==> src/rtl/uart_tx.sv <==
// Serial 8N1 UART transmitter with valid/ready byte input and registered outputs.
// Optional even-parity bit between data and stop when UART_TX_PARITY_EN is defined.
module uart_tx #(
   parameter int unsigned CLKS_PER_BIT = 2605
) (
   input  logic       clock,
   input  logic       reset,
   input  logic [7:0] tx_data,
   input  logic       tx_valid,
   output logic       tx_ready,
   output logic       tx_serial,
   output logic       tx_done
);

   localparam int unsigned CntW = (CLKS_PER_BIT > 1) ? $clog2(CLKS_PER_BIT) : 1;
   localparam logic [CntW-1:0] CntMax = CntW'(CLKS_PER_BIT - 1);

`ifdef UART_TX_PARITY_EN
   typedef enum logic [2:0] {StIdle, StStart, StData, StParity, StStop} state_e;
`else
   typedef enum logic [1:0] {StIdle, StStart, StData, StStop} state_e;
`endif

   state_e          state_q, state_d;
   logic [7:0]      shift_q, shift_d;
   logic [2:0]      bit_q, bit_d;
   logic [CntW-1:0] cnt_q, cnt_d;
   logic            serial_d, ready_d, done_d;
   logic            bit_end;
`ifdef UART_TX_PARITY_EN
   logic            parity_q, parity_d;
`endif

   assign bit_end = (cnt_q == CntMax);

   always_comb begin
      state_d  = state_q;
      shift_d  = shift_q;
      bit_d    = bit_q;
      cnt_d    = bit_end ? '0 : cnt_q + CntW'(1);
      serial_d = tx_serial;
      ready_d  = tx_ready;
      done_d   = 1'b0;
`ifdef UART_TX_PARITY_EN
      parity_d = parity_q;
`endif
      unique case (state_q)
         StIdle: begin
            cnt_d    = '0;
            serial_d = 1'b1;
            // tx_ready is registered, so the first idle cycle after reset never accepts
            if (tx_ready && tx_valid) begin
               shift_d  = tx_data;
               bit_d    = '0;
               serial_d = 1'b0;
               ready_d  = 1'b0;
               state_d  = StStart;
`ifdef UART_TX_PARITY_EN
               parity_d = ^tx_data;
`endif
            end else begin
               ready_d = 1'b1;
            end
         end
         StStart: begin
            if (bit_end) begin
               serial_d = shift_q[0];
               shift_d  = shift_q >> 1;
               bit_d    = '0;
               state_d  = StData;
            end
         end
         StData: begin
            if (bit_end) begin
               if (bit_q == 3'd7) begin
`ifdef UART_TX_PARITY_EN
                  serial_d = parity_q;
                  state_d  = StParity;
`else
                  serial_d = 1'b1;
                  state_d  = StStop;
`endif
               end else begin
                  serial_d = shift_q[0];
                  shift_d  = shift_q >> 1;
                  bit_d    = bit_q + 3'd1;
               end
            end
         end
`ifdef UART_TX_PARITY_EN
         StParity: begin
            if (bit_end) begin
               serial_d = 1'b1;
               state_d  = StStop;
            end
         end
`endif
         StStop: begin
            if (bit_end) begin
               serial_d = 1'b1;
               ready_d  = 1'b1;
               done_d   = 1'b1;
               state_d  = StIdle;
            end
         end
         default: begin
            serial_d = 1'b1;
            state_d  = StIdle;
         end
      endcase
   end

   always_ff @(posedge clock) begin
      if (reset) begin
         state_q   <= StIdle;
         shift_q   <= '0;
         bit_q     <= '0;
         cnt_q     <= '0;
         tx_serial <= 1'b1;
         tx_ready  <= 1'b0;
         tx_done   <= 1'b0;
`ifdef UART_TX_PARITY_EN
         parity_q  <= 1'b0;
`endif
      end else begin
         state_q   <= state_d;
         shift_q   <= shift_d;
         bit_q     <= bit_d;
         cnt_q     <= cnt_d;
         tx_serial <= serial_d;
         tx_ready  <= ready_d;
         tx_done   <= done_d;
`ifdef UART_TX_PARITY_EN
         parity_q  <= parity_d;
`endif
      end
   end

endmodule

==> config.mk <==
export PLATFORM = sky130hd
export DESIGN_NAME = uart_tx
export DESIGN_NICKNAME = d
export VERILOG_FILES = /design/src/rtl/uart_tx.sv
export SDC_FILE = /design/constraint.sdc
export NUM_CORES = 1
export LEC_CHECK = 0
export ABC_CLOCK_PERIOD_IN_PS = 1900
export CAP_MARGIN = 25
export CORE_UTILIZATION = 25
export CTS_CLUSTER_DIAMETER = 120
export CTS_CLUSTER_SIZE = 12
export DETAILED_ROUTE_END_ITERATION = 12
export GPL_TIMING_DRIVEN = 0
export PLACE_DENSITY_LB_ADDON = 0.2
export SETUP_SLACK_MARGIN = 0.02
export SYNTH_ARGS = -nofsm -noshare
export SYNTH_HDL_FRONTEND = slang
export SYNTH_SLANG_ARGS = --single-unit
export TNS_END_PERCENT = 5
==> constraint.sdc <==
create_clock -name clock -period 1.9 [get_ports clock]
set_input_delay 0.57 -clock clock [delete_from_list [all_inputs] [get_ports clock]]
set_output_delay 0.57 -clock clock [all_outputs]
set_load 0.02 [all_outputs]
# Word level (Yosys, flattened, before mapping)
# Cells that the tools add are included.
# totals
reg_bits	28
n_memories	0
latchBits	0
word_cells	55
ramBits	0
rom_bits	0
# classes
addsub	2
order_cmp	0
n_div	0
bitwise	1
n_shift	0
multipliers	0
eq_ne	11
reduce_logical	10
mux	24
# ops
operator	n
$mux W8	4
$pmux W8 S3	1
$add A12 B1 Y12 const B	1
$eq A12 B12 Y1 const B	1
$mux W3	4
$ne A2 B2 Y1 const B	6
$mux W2	5
$reduce_and A5 Y1	2
$pmux W3 S3	1
$pmux W2 S4	1
$mux W1	6
$eq A2 B2 Y1 const B	2
$pmux W1 S4	1
$add A3 B1 Y3 const B	1
$eq A3 B3 Y1 const B	1
$reduce_and A3 Y1	1
$reduce_bool A3 Y1	1
$reduce_or A3 Y1	1
$eq A2 B1 Y1 const B	1
$logic_not A2 Y1	1
$pmux W1 S2	1
$reduce_and A2 Y1	1
$reduce_bool A2 Y1	1
$reduce_or A2 Y1	1
2 further kinds	2

# Logic depth before layout (Yosys ltp)
# logic_depth
ltp_word	4
mapped_depth	9
ltp_nobuf	6

# Worst setup path before layout
# OpenSTA, ideal clock, no wires.
# synth_timing
path_type	register to register
startpoint	register state_q[0]
endpoint	register shift_q[7]
setup_slack_ps	256
arrival_ps	1573
n_path_buf	2
stages_incl_launch_ff	9
synth_period_minus_slack_ps	1644
path_cell_list	dfxtp_1 -> inv_1 -> ha_1 -> a21bo_2 -> o311a_1 -> buf_2 -> buf_4 -> nand4b_1 -> a21oi_1
# synth_via
elab_chain_cells	3
# synth_lines
item	line	text
start: declaration	24	state_e state_q, state_d;
start signal: assignment	115	state_q <= StIdle;
start signal: assignment	126	state_q <= state_d;
$eq A2 B2 Y1 (tied with other cells)	47	unique case (state_q)
$ne A2 B2 Y1 (no source line) or $reduce_bool A3 Y1 (tied branches)	-	
$reduce_and A5 Y1 (no source line)	-	
end signal: assignment	127	shift_q <= shift_d;
end: declaration	25	logic [7:0] shift_q, shift_d;
# Several ways; a longest one is shown, not always the timed one.
# A chain may end at the register's enable or synchronous reset.

# Worst setup path in the final report
# layout_timing
startpoint	register tx_serial
endpoint	output port tx_serial
# layout_rtl
item	line	text
start: declaration	11	output logic tx_serial,
start signal: assignment	130	tx_serial <= serial_d;
# No word-level cell between the ends.

==> impl_metrics.tcl <==
set metrics [dict create \
    period_share 0.934 \
    vias 1154 \
    path_class "reg2out" \
    cp_slowest_stage_delay_ns 0.60 \
    grt_overflow 0 \
    cp_slowest_cell "clkdlybuf4s50_1" \
    die_w_um 78.8 \
    routed_wirelength_mm 3.06 \
    routed_via_density 4.79 \
    arrival_ns 1.21 \
    grt_pass1_vias 1188 \
    core_um2 5610 \
    first_iter_violations 69 \
    p_sw_w 0.000955 \
    track_usage 0.109 \
    critPathMaxFanout 2 \
    routabilityCongestion 0.737 \
    drive_gt1_frac 0.154 \
    drt_pass1_iterations 4 \
    post-route-util 0.313 \
    synthTopCellsByCount "dfxtp_1, nor2_1, a21oi_1" \
    nets 189 \
    power.density_nw_per_um2 1390 \
    end_kind "output port" \
    critPathBufInv 1 \
    combPwrFrac 0.529 \
    relSlewSlack 0.635 \
    cts_buffers 3 \
    dieArea_um2 6210 \
    worstSetupStartpointType "flop" \
    synth_fp_nets 173 \
    synth_edf_count 0 \
    postSynthCellCount 154 \
    switching_share 0.390 \
    irDropWorstVdd_mv 0.453 \
    seqPwrFrac 0.321 \
    synth_top_area_frac 0.380 \
    cts_root_buf "clkbuf_8" \
    avgSynthCellArea_um2 9.58 \
    fp.dieH_um 78.8 \
    postCtsSetupBuffers 0 \
    mappedNetlistArea_um2 1480 \
    tritoncts "done" \
    worst-slew-pin-transition_ns 0.547 \
    netlist_top_cells_area "dfxtp_1, a311oi_2, ha_1" \
    leakagePower_nw 0.634 \
    synth_async_sr_flop_share 0 \
    post-route-min-period_ns 1.78 \
    insertedDiodeCount 0 \
    antenna_found_initial 0 \
    fin_skew_ns 0.00357 \
    clockBufferDepth 2 \
    path_cells "clkdlybuf4s50_1" \
    synth_top_area_cell "dfxtp_1" \
    drv_cap 0 \
    intPower_w 0.00149 \
    cp.required_ns 1.33 \
    outcome "finished, final reports clean" \
    postCtsHoldBufs 0 \
    min_path_type "reg2reg" \
    rsz0062_at_grt "yes" \
    avgRoutedWirePerCell_um 12.7 \
    ios 14 \
    maxSlewViolCount 0 \
    ys_seq_elements 28 \
    io_buffers 12 \
    syn_to_final_growth_pct 19.2 \
    cts.htree.levels 1 \
    grt_pass1_wl_mm 5.42 \
    dpl.hpwl_mm 2.27 \
    max_freq_ghz 0.563 \
    hold_viol_final 0 \
    hold_slack_ns 0.491 \
    setup_viol 0 \
    synth.distinct_cells 38 \
    clk_latency_ns 0.27 \
    synth_flop_cell "dfxtp_1" \
    yosysSeqAreaShare 0.380 \
    grt_max_degree 16 \
    detail-route-antenna-nets 0 \
    drc 0 \
    p_clk_frac 0.150 \
    synth_most_common_cell "dfxtp_1" \
    clock_sinks 28 \
    crit_family "buffers and inverters" \
    yosys_warnings 0 \
    start_util 0.263 \
    rows 27 \
    cts.clk_slew.worst_paths_ns 0.10 \
]
[layer usage]
| metal | share of wire | wire length (µm) | track usage | vias up |
|---|---|---|---|---|
| li1 | - | - | - | 589 |
| met1 | 0.51 | 1550 | 0.146 | 547 |
| met2 | 0.46 | 1400 | 0.173 | 14 |
| met3 | 0.019 | 57 | 0.0138 | 4 |
| met4 | 0.017 | 53 | 0.0509 | 0 |
| met5 | 0 | 0 | 0 | - |
[repair_timing]
item | 4_1_cts | 5_1_grt
resized for setup | 3 | 6
endpoints found under the setup margin | 4 | 12
pin swaps | 0 | 1
hold endpoints to repair | 0 | 0
[cell families after synthesis]
| group | Yosys count | synth area share |
|---|---|---|
| AND/OR/NAND/NOR | 46 | 0.171 |
| adder cells (fa/ha/maj) | 8 | 0.0679 |
| AO/OA/AOI/OAI | 38 | 0.204 |
| multiplexers | 7 | 0.0475 |
| flip-flops | 28 | 0.380 |
| XOR/XNOR | 10 | 0.0594 |
| buffers and inverters | 17 | 0.0696 |
[metrics by stage]
stage | setup TNS (ns) | total power (W) | area [µm²] | cells | worst slack, ns
2_1_floorplan | 0 | 0.00177 | 1480 | 154 | 0.256
3_3_place_gp | -1.58 | 0.00201 | 1690 | 238 | -0.214
3_5_place_dp | -1.70 | 0.00204 | 1690 | 238 | -0.222
4_1_cts | 0 | 0.00244 | 1750 | 242 | 0.0516
5_1_grt | 0 | 0.00264 | 1760 | 241 | 0.00751
6_report | 0 | 0.00245 | 1760 | 241 | 0.125
[tightest hold or removal path, stage by stage, from the launching register on]
cell	delay, ns
dfxtp_1	0.32
o21ai_0	0.07
a21oi_1	0.06
[layout make-up]
| cell class | instances | area, µm² |
|---|---|---|
| fill | 603 | 3850 |
| multi-input combinational | 109 | 817 |
| sequential | 28 | 564 |
| timing repair buffer | 12 | 123 |
| tap | 72 | 90.1 |
| buffer | 9 | 82.6 |
| clock buffer | 4 | 55.1 |
| inverter | 7 | 26.3 |
[sequential cells by signal (all words and copies together), names as in the netlist]
signal     cells
tx_ready       1
cnt_q         12
tx_done        1
bit_q          3
state_q        2
tx_serial      1
shift_q        8
[cells in the final DEF (no fill, tap or decap), types with 2 or more instances in the layout]
cell and count:
nand2_1 4, clkbuf_8 4, xnor2_1 4, inv_1 7, nand3_1 9, buf_6 2, nand4b_1 2, clkbuf_1 2
o21ai_0 5, clkdlybuf4s50_1 11, and3_1 4, dfxtp_1 27, mux2i_1 7, nand4_1 3, xor2_1 6, nor3_1 2
a311oi_2 7, a21oi_1 15, ha_1 7, nor2_1 16, buf_2 2
[power groups by stage]
stage / logic [W] / registers (W) / clock network, W
5_1_grt: 0.00142 / 0.000807 / 0.000407
3_3_place_gp: 0.00122 / 0.000788 / 0
6_report: 0.00129 / 0.000787 / 0.000367
3_5_place_dp: 0.00124 / 0.000795 / 0
4_1_cts: 0.00128 / 0.000782 / 0.000382
2_1_floorplan: 0.000972 / 0.000794 / 0
[worst paths after layout]
kind,from,end,slack (ns),cells past startpoint
max,tx_serial$_SDFFE_PP1P_,tx_serial,0.12,1
min,bit_q[1]$_SDFFE_PP0P_,bit_q[1]$_SDFFE_PP0P_,0.49,2
max reg2reg,state_q[0]$_SDFFE_PP0P_,shift_q[7]$_SDFFE_PP0P_,0.17,6
min reg2reg,bit_q[1]$_SDFFE_PP0P_,bit_q[1]$_SDFFE_PP0P_,0.49,2
Power figures use the tool's default switching activity.
==> patch (same flow settings) <==
Set the parameter `CLKS_PER_BIT` to 1302 (it was 2605).
--- a/src/rtl/uart_tx.sv
+++ b/src/rtl/uart_tx.sv
@@ -2,5 +2,5 @@
 // Optional even-parity bit between data and stop when UART_TX_PARITY_EN is defined.
 module uart_tx #(
-   parameter int unsigned CLKS_PER_BIT = 2605
+   parameter int unsigned CLKS_PER_BIT = 1302
 ) (
    input  logic       clock,
Behaviour: same outputs for any inputs over 10 cycles, from zero or initial values and one cycle with reset high; that may be too few to reach the edited logic, so the function may still have changed.
==> patch against the unedited design <==
- wire length fell by 5.9%
- final cell count fell by 3.3%
- fmax fell by 1.7%
- total power fell by 0.36%
- synthesized area fell by 7.6%
- sequential cell count fell by 1
- critical path depth rose by 5
- largest power group unchanged
- setup slack got worse by 0.031 ns
- design area fell by 3.0%
==> patch: results (changes against the unedited design) <==
\begin{tabular}{lr}
\hline
Metric & Value \\
\hline
\multicolumn{2}{l}{\textbf{Outcome}} \\
Result of the run & finished, final reports clean \\
\multicolumn{2}{l}{\textbf{Worst setup path}} \\
Start of the worst register-to-register path & cnt\_q[5]\$\_SDFF\_PP0\_ \\
Depth of the worst register-to-register path & 4 (-2) \\
Crit path largest cell delay & 0.51 ns (-0.09 ns) \\
Terminus of the critical flop-to-flop path & state\_q[0]\$\_SDFFE\_PP0P\_ \\
Reg2Reg Setup Slack & 0.10 ns (-0.07 ns) \\
Start point of the critical path & tx\_valid \\
Largest fanout on the critical path & 8 (+6) \\
\multicolumn{2}{l}{\textbf{Cells and area}} \\
Fin cells & 233 (-3.3\%) \\
Share of final-layout standard cells stronger than drive strength 1 & 17.18\% (+1.8 points) \\
Final layout net count & 183 (-3.2\%) \\
\multicolumn{2}{l}{\textbf{Hold path}} \\
Hold Crit Start & cnt\_q[0]\$\_SDFF\_PP0\_ \\
End of the worst hold path & cnt\_q[0]\$\_SDFF\_PP0\_ \\
Worst hold path depth & 1 (-1) \\
\multicolumn{2}{l}{\textbf{Yosys}} \\
Mux cell area share after synthesis & 5.877\% (+1.1 points) \\
Synth Net Count & 164 (-5.2\%) \\
Adder-Cell Fraction of Synth Area & 7.346\% (+0.56 points) \\
Avg Synthesized Cell Area & 9.397 um\^{}2 (-1.9\%) \\
Top cells by area, synth & dfxtp\_1, ha\_1, mux2i\_1 \\
Synth Area in XOR/XNOR & 5.785\% (-0.15 points) \\
Complex-gate fraction of the synthesized area & 19.93\% (-0.51 points) \\
Sequential-to-total area share from yosys stat & 39.67\% (+1.7 points) \\
\multicolumn{2}{l}{\textbf{Placement}} \\
Count of input and output buffers & 13 (+1) \\
Placement-stage worst setup slack & -0.6302 ns (-0.4083 ns) \\
Number of placed instances, taps included & 228 (-4.2\%) \\
Half-perimeter wire length after placement & 2075 um (-8.6\%) \\
Post-detailed-placement cell area & 1580 um\^{}2 (-6.2\%) \\
Placer's final routability congestion estimate & 0.7489 (+1.6\%) \\
\multicolumn{2}{l}{\textbf{Timing}} \\
Transition time at the pin with the least slew margin & 0.4840 ns (-0.06301 ns) \\
Worst hold margin & 0.4537 ns (-0.03729 ns) \\
\multicolumn{2}{l}{\textbf{Global routing}} \\
Global-route wire length before repair & 4712 um (-13\%) \\
\multicolumn{2}{l}{\textbf{Power and ir drop}} \\
VDD IR max & 0.4296 mV (-5.2\%) \\
Leak & 0.5641 nW (-11\%) \\
\multicolumn{2}{l}{\textbf{Route}} \\
WL per Instance & 12.35 um (-2.7\%) \\
\hline
\end{tabular}
-- patch: cell types whose count changed in the layout (fill, tap and decap cells not counted), moves of 4 or more --
| cell | change |
|---|---|
| a311oi_2 | -7 |
| dfxtp_2 | +4 |
| nand2_1 | +7 |
| dfxtp_1 | -4 |
| nand3_1 | -5 |
| a311oi_1 | +8 |
| xor2_1 | -4 |
-- patch: power by group through the flow --
| stage | Combinational, mW | Sequential, mW | Clock [mW] |
|---|---|---|---|
| detailed placement | 1.14 | 0.785 | 0 |
| global placement | 1.12 | 0.781 | 0 |
| floorplan | 0.859 | 0.784 | 0 |
| CTS | 1.31 | 0.775 | 0.348 |
| global route | 1.46 | 0.797 | 0.366 |
| finish | 1.33 | 0.778 | 0.329 |
-- patch: how the worst max path moves through the flow --
stage               slack, ns                      end
CTS                      0.03  shift_q[0]$_SDFFE_PP0P_
finish                   0.09  shift_q[0]$_SDFFE_PP0P_
global route            -0.01  shift_q[6]$_SDFFE_PP0P_
floorplan                0.11  state_q[0]$_SDFFE_PP0P_
detailed placement      -0.63    bit_q[2]$_SDFFE_PP0P_
global placement        -0.59    bit_q[2]$_SDFFE_PP0P_
-- patch: what timing repair did --
action / CTS / global route
pin swaps: 2 / 2
buffers inserted: 2 / 0
gates resized for setup: 5 / 9
endpoints found under the setup margin: 15 / 23
-- patch: per-layer routing --
metal,up-vias,global-route usage (%),wire (um)
met2,14,19.08,1440
met3,2,1.984,82
met1,541,13.08,1347
met5,-,0,0
li1,565,-,-
met4,0,3.086,8
-- patch: cell type report --
type	count	area, um^2
Sequential cell	27	545.5
Tap cell	70	87.58
Clock inverter	1	5.005
Inverter	5	18.77
Clock buffer	3	41.29
Timing Repair Buffer	15	156.4
Buffer	6	37.54
Multi-Input combinational cell	106	813.3
Fill cell	535	3467
